## config.mk

```make
export PLATFORM = sky130hd
export DESIGN_NAME = apb_master_bridge_flat
export DESIGN_NICKNAME = d
export VERILOG_FILES = /design/src/rtl/apb_master_pkg.sv /design/src/rtl/apb_if.sv /design/src/rtl/apb_master_timeout.sv /design/src/rtl/apb_master_bridge.sv /design/src/flat_wrapper.sv
export SDC_FILE = /design/constraint.sdc
export NUM_CORES = 1
export LEC_CHECK = 0
export BUFFER_PORTS_ARGS = -buffer_cell sky130_fd_sc_hd__buf_4
export CORE_ASPECT_RATIO = 0.6
export CORE_UTILIZATION = 48
export CTS_BUF_LIST = sky130_fd_sc_hd__clkbuf_2 sky130_fd_sc_hd__clkbuf_4 sky130_fd_sc_hd__clkbuf_8
export DETAILED_ROUTE_END_ITERATION = 10
export GPL_TIMING_DRIVEN = 0
export PLACE_DENSITY = 0.82
export SLEW_MARGIN = 20
export SYNTH_ARGS = -nofsm -noshare
export SYNTH_HDL_FRONTEND = slang
export SYNTH_SLANG_ARGS = --single-unit
```

## constraint.sdc

```tcl
create_clock -name pclk -period 2.05 [get_ports pclk]
set_clock_uncertainty 0.2 [all_clocks]
set_input_delay 0.205 -clock pclk [delete_from_list [all_inputs] [get_ports pclk]]
set_output_delay 0.205 -clock pclk [all_outputs]
set_load 0.05 [all_outputs]
```

## src/rtl/apb_master_pkg.sv

```systemverilog
// Shared types for the APB master bridge. Request/response fields use the
// widest supported bus so one type set serves every APB_AW/APB_DW build.
package apb_master_pkg;

  localparam int ADDR_W_MAX = 64;
  localparam int DATA_W_MAX = 64;
  localparam int STRB_W_MAX = DATA_W_MAX / 8;

  localparam logic [2:0] PPROT_DEFAULT = 3'b000;

  typedef enum logic [1:0] {
    IDLE,
    SETUP,
    ACCESS,
    RESP
  } state_e;

  typedef struct packed {
    logic                  write;
    logic [ADDR_W_MAX-1:0] addr;
    logic [DATA_W_MAX-1:0] wdata;
    logic [STRB_W_MAX-1:0] wstrb;
  } req_t;

  typedef struct packed {
    logic [DATA_W_MAX-1:0] rdata;
    logic                  err;
  } resp_t;

endpackage

```

## src/rtl/apb_if.sv

```systemverilog
// APB bus bundle; the bridge drives it through the Master modport.
interface APB #(
  parameter int AW = 32,
  parameter int DW = 32
) ();
  logic [AW-1:0]   paddr;
  logic [DW-1:0]   pwdata;
  logic            pwrite;
  logic            psel;
  logic            penable;
  logic [DW/8-1:0] pstrb;
  logic [2:0]      pprot;
  logic [DW-1:0]   prdata;
  logic            pready;
  logic            pslverr;

  modport Master (
    output paddr, pwdata, pwrite, psel, penable, pstrb, pprot,
    input  prdata, pready, pslverr
  );

  modport Slave (
    input  paddr, pwdata, pwrite, psel, penable, pstrb, pprot,
    output prdata, pready, pslverr
  );
endinterface

```

## src/rtl/apb_master_timeout.sv

```systemverilog
// ACCESS-phase wait-state counter (built only with APB_MASTER_TIMEOUT_EN).
// expired flags the wait cycle in which the count reaches LIMIT.
module apb_master_timeout #(
  parameter int LIMIT = 256
) (
  input  logic pclk,
  input  logic prst_n,
  input  logic clr,
  input  logic en,
  output logic expired
);
  localparam int CW = $clog2(LIMIT + 1);

  logic [CW-1:0] cnt_q, cnt_d;

  always_comb begin
    cnt_d = cnt_q;
    if (clr) begin
      cnt_d = '0;
    end else if (en && (cnt_q != CW'(LIMIT))) begin
      cnt_d = cnt_q + CW'(1);
    end
  end

  always_ff @(posedge pclk or negedge prst_n) begin
    if (!prst_n) cnt_q <= '0;
    else         cnt_q <= cnt_d;
  end

  assign expired = en && (cnt_d == CW'(LIMIT));

endmodule

```

## src/rtl/apb_master_bridge.sv

```systemverilog
// APB initiator: one valid/ready request -> SETUP/ACCESS -> valid/ready response.
// Define APB_MASTER_TIMEOUT_EN to abort ACCESS after TIMEOUT_CYCLES wait states.
//
// state  | meaning
// IDLE   | req_ready high, waiting for a request
// SETUP  | psel=1, penable=0, one cycle
// ACCESS | psel=1, penable=1, waiting for pready
// RESP   | resp_valid high until resp_ready
module apb_master_bridge
  import apb_master_pkg::*;
#(
  parameter int APB_AW         = 32,
  parameter int APB_DW         = 32,
  parameter int TIMEOUT_CYCLES = 256
) (
  input  logic                pclk,
  input  logic                prst_n,
  input  logic                req_valid,
  output logic                req_ready,
  input  logic                req_write,
  input  logic [APB_AW-1:0]   req_addr,
  input  logic [APB_DW-1:0]   req_wdata,
  input  logic [APB_DW/8-1:0] req_wstrb,
  output logic                resp_valid,
  input  logic                resp_ready,
  output logic [APB_DW-1:0]   resp_rdata,
  output logic                resp_err,
  APB.Master                  m_apb
);

  state_e state_q, state_d;
  req_t   req_q, req_d;
  resp_t  resp_q, resp_d;
  logic   req_ready_q, req_ready_d;
  logic   resp_valid_q, resp_valid_d;
  logic   psel_q, psel_d;
  logic   penable_q, penable_d;
  logic   accept;
  logic   wait_expired;

  assign accept = req_valid && req_ready_q;

`ifdef APB_MASTER_TIMEOUT_EN
  apb_master_timeout #(
    .LIMIT(TIMEOUT_CYCLES)
  ) u_timeout (
    .pclk    (pclk),
    .prst_n  (prst_n),
    .clr     (accept),
    .en      ((state_q == ACCESS) && !m_apb.pready),
    .expired (wait_expired)
  );
`else
  assign wait_expired = 1'b0;
`endif

  always_comb begin
    state_d      = state_q;
    req_d        = req_q;
    resp_d       = resp_q;
    req_ready_d  = req_ready_q;
    resp_valid_d = resp_valid_q;
    psel_d       = psel_q;
    penable_d    = penable_q;
    case (state_q)
      IDLE: begin
        req_ready_d = 1'b1;
        if (accept) begin
          req_d.write = req_write;
          req_d.addr  = ADDR_W_MAX'(req_addr);
          req_d.wdata = DATA_W_MAX'(req_wdata);
          req_d.wstrb = req_write ? STRB_W_MAX'(req_wstrb) : '0;
          req_ready_d = 1'b0;
          psel_d      = 1'b1;
          penable_d   = 1'b0;
          state_d     = SETUP;
        end
      end
      SETUP: begin
        penable_d = 1'b1;
        state_d   = ACCESS;
      end
      ACCESS: begin
        // pready wins over a timeout landing in the same cycle
        if (m_apb.pready) begin
          psel_d       = 1'b0;
          penable_d    = 1'b0;
          resp_valid_d = 1'b1;
          resp_d.err   = m_apb.pslverr;
          resp_d.rdata = (req_q.write || m_apb.pslverr) ? '0 : DATA_W_MAX'(m_apb.prdata);
          state_d      = RESP;
        end else if (wait_expired) begin
          psel_d       = 1'b0;
          penable_d    = 1'b0;
          resp_valid_d = 1'b1;
          resp_d.err   = 1'b1;
          resp_d.rdata = '0;
          state_d      = RESP;
        end
      end
      RESP: begin
        if (resp_ready) begin
          resp_valid_d = 1'b0;
          resp_d       = '0;
          req_ready_d  = 1'b1;
          state_d      = IDLE;
        end
      end
      default: state_d = IDLE;
    endcase
  end

  always_ff @(posedge pclk or negedge prst_n) begin
    if (!prst_n) begin
      state_q      <= IDLE;
      req_q        <= '0;
      resp_q       <= '0;
      req_ready_q  <= 1'b0;
      resp_valid_q <= 1'b0;
      psel_q       <= 1'b0;
      penable_q    <= 1'b0;
    end else begin
      state_q      <= state_d;
      req_q        <= req_d;
      resp_q       <= resp_d;
      req_ready_q  <= req_ready_d;
      resp_valid_q <= resp_valid_d;
      psel_q       <= psel_d;
      penable_q    <= penable_d;
    end
  end

  assign req_ready     = req_ready_q;
  assign resp_valid    = resp_valid_q;
  assign resp_rdata    = APB_DW'(resp_q.rdata);
  assign resp_err      = resp_q.err;

  assign m_apb.psel    = psel_q;
  assign m_apb.penable = penable_q;
  assign m_apb.paddr   = APB_AW'(req_q.addr);
  assign m_apb.pwrite  = req_q.write;
  assign m_apb.pwdata  = APB_DW'(req_q.wdata);
  assign m_apb.pstrb   = (APB_DW/8)'(req_q.wstrb);
  assign m_apb.pprot   = PPROT_DEFAULT;

endmodule

```

## src/flat_wrapper.sv

```systemverilog
// flat-port wrapper written by rule: the top's interface ports become plain ports
module apb_master_bridge_flat import apb_master_pkg::*;
#(
  parameter int APB_AW         = 32,
  parameter int APB_DW         = 32,
  parameter int TIMEOUT_CYCLES = 256
)
  (pclk, prst_n, req_valid, req_ready, req_write, req_addr, req_wdata, req_wstrb, resp_valid, resp_ready, resp_rdata, resp_err, m_apb_paddr, m_apb_pwdata, m_apb_pwrite, m_apb_psel, m_apb_penable, m_apb_pstrb, m_apb_pprot, m_apb_prdata, m_apb_pready, m_apb_pslverr);
  APB #(.AW(32), .DW(32)) m_apb_i ();
  input  logic pclk;
  input  logic prst_n;
  input  logic req_valid;
  output logic req_ready;
  input  logic req_write;
  input  logic [APB_AW-1:0] req_addr;
  input  logic [APB_DW-1:0] req_wdata;
  input  logic [APB_DW/8-1:0] req_wstrb;
  output logic resp_valid;
  input  logic resp_ready;
  output logic [APB_DW-1:0] resp_rdata;
  output logic resp_err;
  output wire logic [$bits(m_apb_i.paddr)-1:0] m_apb_paddr;
  output wire logic [$bits(m_apb_i.pwdata)-1:0] m_apb_pwdata;
  output wire logic [$bits(m_apb_i.pwrite)-1:0] m_apb_pwrite;
  output wire logic [$bits(m_apb_i.psel)-1:0] m_apb_psel;
  output wire logic [$bits(m_apb_i.penable)-1:0] m_apb_penable;
  output wire logic [$bits(m_apb_i.pstrb)-1:0] m_apb_pstrb;
  output wire logic [$bits(m_apb_i.pprot)-1:0] m_apb_pprot;
  input wire logic [$bits(m_apb_i.prdata)-1:0] m_apb_prdata;
  input wire logic [$bits(m_apb_i.pready)-1:0] m_apb_pready;
  input wire logic [$bits(m_apb_i.pslverr)-1:0] m_apb_pslverr;
  assign m_apb_paddr = m_apb_i.paddr;
  assign m_apb_pwdata = m_apb_i.pwdata;
  assign m_apb_pwrite = m_apb_i.pwrite;
  assign m_apb_psel = m_apb_i.psel;
  assign m_apb_penable = m_apb_i.penable;
  assign m_apb_pstrb = m_apb_i.pstrb;
  assign m_apb_pprot = m_apb_i.pprot;
  assign m_apb_i.prdata = m_apb_prdata;
  assign m_apb_i.pready = m_apb_pready;
  assign m_apb_i.pslverr = m_apb_pslverr;
  apb_master_bridge #(.APB_AW(APB_AW), .APB_DW(APB_DW), .TIMEOUT_CYCLES(TIMEOUT_CYCLES)) u_core (.pclk(pclk), .prst_n(prst_n), .req_valid(req_valid), .req_ready(req_ready), .req_write(req_write), .req_addr(req_addr), .req_wdata(req_wdata), .req_wstrb(req_wstrb), .resp_valid(resp_valid), .resp_ready(resp_ready), .resp_rdata(resp_rdata), .resp_err(resp_err), .m_apb(m_apb_i));
endmodule
```

==> results.toml <==
[critical_path]
cpLargestDelayFamily = "buffers and inverters"
critical_path.max_stage_delay_ns = 0.42
cp_max_fo = 10
endpoint_kind = "flop"
worst_ep_required_time_ns = 2.11
regToRegSetupSlack_ns = 0.1
timing.critical_path.mode_cell = "sky130_fd_sc_hd__buf_6"
setup.worst_path.start_class = "flop"
worst_r2r_startpoint = "u_core.state_q[0]$_DFFE_PN0P_"
path_buf_inv = 4
timing.critical_path.slowest_stage_cell = "sky130_fd_sc_hd__dfrtp_1"
cp_data_arrival_time_ns = 2.01
timing.critical_path.cells = "inv_1 > ha_2 > nor2b_4 > buf_6 > buf_6 > buf_4 > o31ai_1"
setup.worst_path.class = "reg2reg"
worstSetupStartpoint = "u_core.state_q[0]$_DFFE_PN0P_"

[grt]
grt_max_degree = 109
grt_first_pass_wirelength_mm = 23.4
met2_usage_pct = 52.1
globalRoute.totalOverflow = 0
via_count_of_the_first_global_routing_pass = 4441
met3_usage_pct = 8.66
grt.met1_usage_pct = 37.3
grt_antenna_before_repair = 0
grt_usage_pct = 30.7
most_congested_layer_reported_by_global_routing = "met2"

[clocking]
clkSinkCount = 108
clk_root_buffer_cell = "sky130_fd_sc_hd__clkbuf_8"
cts.clk_slew.worst_paths_ns = 0.10
cts_tree = "done"
cts-htree-levels = 3
cts_inserted_buffers = 9
worst_skew_pair.late_latency_ns = 0.36
clk_path_buf_depth = 2

[floorplanning]
number_of_ports_placed_on_the_die_boundary = 216
num_rows = 27
fp.dieArea_mm2 = 0.0101
design.core.area_mm2 = 0.00932
die-height_um = 78.4
start_util_pct = 50.1
die_w_um = 129

[sta]
min_period_ns = 1.95
holdWs_ns = 0.0915
final_setup_slack_of_the_worst_path_ns = 0.0962
timing.max_slew.rel_slack_pct = 33.6
clock.fmax_mhz = 512
maxSlewViolCount = 0
hold_viol_final = 0
finalSetupViolations = 0
finalSetupTns_ns = 0
finalCritPeriodShare_pct = 95.3
worst_slew_pin_slew_ns = 0.996

[power_and_ir_drop]
powerDensity_mw_per_mm2 = 1800
p_leak_nw = 3.85
peakVddDrop_mv = 1.08

[logic_synthesis]
ys_seq_elements = 108
avgSynthCellArea_um2 = 13.6
postSynthCellCount = 343
synth.cell_area_mm2 = 0.00467
ys_types = 26
ys_seq_area_share_pct = 57.8
synth_warnings = 0

[layout]
n_fill_cell = 512
diodes = 0
final-seq-area_mm2 = 0.00270
final_net_count = 790
post-route-util_pct = 83.1
finalInstanceArea_mm2 = 0.00775
multi_input_area_mm2 = 0.00177
final_layout_size_suffix_gt1_share_pct = 49.3
area_delta_synth_final_pct = 65.9

[placed_design]
dp.final_hpwl_mm = 8.92
dpl_cell_area_mm2 = 0.00644
gp_congestion = 0.902
place_worst_setup_slack_ns = -0.102
numPortBuffers = 212

[route]
dr.pass1.iters = 4
post-route-drc-count = 0
routed_via_density = 5.10
ant_nets = 0
wirelength_mm = 15.1
vias_after_detailed_routing = 4143
detail_route.wl_per_cell_um = 18.5
detailedRoute.firstIterationViolations = 266

[outcome]
status = "finished, final reports clean"

[worst_hold_path]
worstHoldStart = "req_valid"
hold_path_class = "in2reg"

[flow_run]
max-cap-violations = 0
==> through the flow <==
stage	instances	total power (W)
2_1_floorplan	345	0.00971
3_3_place_gp	687	0.0121
3_5_place_dp	687	0.0123
4_1_cts	812	0.0137
5_1_grt	812	0.0145
6_report	812	0.0139
==> cell families (layout without fill, tap and decap cells) <==
logic type	Yosys count	count (layout)	synth area share (%)
flip-flops	108	108	57.8
multiplexers	69	69	19.8
adder cells (fa/ha/maj)	6	6	1.61
AO/OA/AOI/OAI	78	78	11.1
buffers and inverters	32	369	4.95
AND/OR/NAND/NOR	49	49	4.63
other	1	3	0.0803
==> where the power goes <==
| part | leakage (nW) | total (W) | switching [W] | internal (W) |
|---|---|---|---|---|
| clock | 0.0929 | 0.00124 | 0.000753 | 0.000488 |
| sequential | 1.35 | 0.00387 | 0.000687 | 0.00319 |
| combinational | 2.41 | 0.00884 | 0.00573 | 0.00310 |
| total | 3.85 | 0.0139 | 0.00717 | 0.00678 |
==> final timing paths <==
check	endpoint	depth (start not counted)
setup / recovery	u_core.resp_rdata[14]$_DFFE_PN0P_	7
hold / removal	u_core.m_apb.psel$_DFFE_PN0P_	4
setup reg to reg	u_core.resp_rdata[14]$_DFFE_PN0P_	7
hold reg to reg	u_core.m_apb.pstrb[0]$_DFFE_PN0P_	2
max in group asynchronous	u_core.m_apb.pstrb[0]$_DFFE_PN0P_	2
min in group asynchronous	u_core.resp_rdata[24]$_DFFE_PN0P_	2
==> layer usage <==
metal  vias to the layer above  part of all wire, %
li1                       1866                    -
met2                       205                   49
met5                         -                    0
met1                      2026                   41
met4                         0                  3.0
met3                        46                  7.4
==> flip-flops by register name, summed over array words and instances, names as in the netlist <==
signal	flops
u_core.m_apb.paddr	32
u_core.m_apb.pwdata	32
u_core.resp_rdata	32
u_core.m_apb.pstrb	4
u_core.state_q	2
u_core.m_apb.penable	1
u_core.m_apb.psel	1
u_core.m_apb.pwrite	1
u_core.req_ready	1
u_core.resp_err	1
u_core.resp_valid	1
==> synth_stat cells <==
master	instances	area share, %
sky130_fd_sc_hd__a21boi_1	2	0.32
sky130_fd_sc_hd__buf_2	7	0.75
sky130_fd_sc_hd__buf_4	5	0.80
sky130_fd_sc_hd__buf_6	11	2.7
sky130_fd_sc_hd__clkbuf_1	5	0.40
sky130_fd_sc_hd__clkbuf_2	1	0.11
sky130_fd_sc_hd__conb_1	1	0.080
sky130_fd_sc_hd__dfrtp_1	108	58
sky130_fd_sc_hd__ha_1	6	1.6
sky130_fd_sc_hd__inv_1	3	0.24
sky130_fd_sc_hd__mux2_1	2	0.48
sky130_fd_sc_hd__mux2_2	25	6.0
sky130_fd_sc_hd__mux2_4	40	13
sky130_fd_sc_hd__mux2i_1	2	0.43
sky130_fd_sc_hd__nand2_1	41	3.3
sky130_fd_sc_hd__nand3_1	1	0.11
sky130_fd_sc_hd__nand4b_1	1	0.19
sky130_fd_sc_hd__nor2_1	1	0.080
sky130_fd_sc_hd__nor2b_1	1	0.13
sky130_fd_sc_hd__nor2b_4	1	0.29
sky130_fd_sc_hd__nor3_1	1	0.11
sky130_fd_sc_hd__nor3_2	2	0.43
sky130_fd_sc_hd__o21ai_0	27	2.9
sky130_fd_sc_hd__o21ai_1	16	1.7
sky130_fd_sc_hd__o31ai_1	25	4.0
sky130_fd_sc_hd__o31ai_2	8	2.1
==> area by class of cell <==
class	instances	area share (%)
plain buffers	29	2.97
clock buffers	11	1.79
clock inverters	5	0.581
inverters	3	0.145
multi-input cells	205	22.9
flip-flops and latches	108	34.9
well taps	130	2.10
repair buffers	321	34.7
==> cells in the final DEF (no fill, tap or decap), types with 2 or more instances in the layout <==
cell type                       count
sky130_fd_sc_hd__dfrtp_1          108
sky130_fd_sc_hd__o31ai_2            9
sky130_fd_sc_hd__clkbuf_2           4
sky130_fd_sc_hd__a21boi_1           2
sky130_fd_sc_hd__nand2_1           41
sky130_fd_sc_hd__buf_4            215
sky130_fd_sc_hd__mux2_2            25
sky130_fd_sc_hd__clkbuf_8           9
sky130_fd_sc_hd__conb_1             3
sky130_fd_sc_hd__inv_1              3
sky130_fd_sc_hd__o21ai_0           24
sky130_fd_sc_hd__clkbuf_4           2
sky130_fd_sc_hd__buf_6             13
sky130_fd_sc_hd__dlygate4sd3_1    109
sky130_fd_sc_hd__o21ai_1           19
sky130_fd_sc_hd__buf_2              9
sky130_fd_sc_hd__mux2_1             2
sky130_fd_sc_hd__o31ai_1           24
sky130_fd_sc_hd__mux2_4            40
sky130_fd_sc_hd__clkinv_4           2
sky130_fd_sc_hd__ha_1               5
==> worst min-delay path, stage by stage <==
cell and delay [ns]:
sky130_fd_sc_hd__buf_4 0.09, sky130_fd_sc_hd__a21boi_1 0.10, sky130_fd_sc_hd__o21ai_0 0.14, sky130_fd_sc_hd__o21ai_1 0.07
==> timing repair <==
item | CTS | global route
setup buffers | 0 | 0
hold buffers | 109 | 0
endpoints found under the setup margin | 10 | 54
hold endpoints to repair | 211 | 0
resized for setup | 2 | 17
Note: power is estimated with default switching activity, not from simulation.
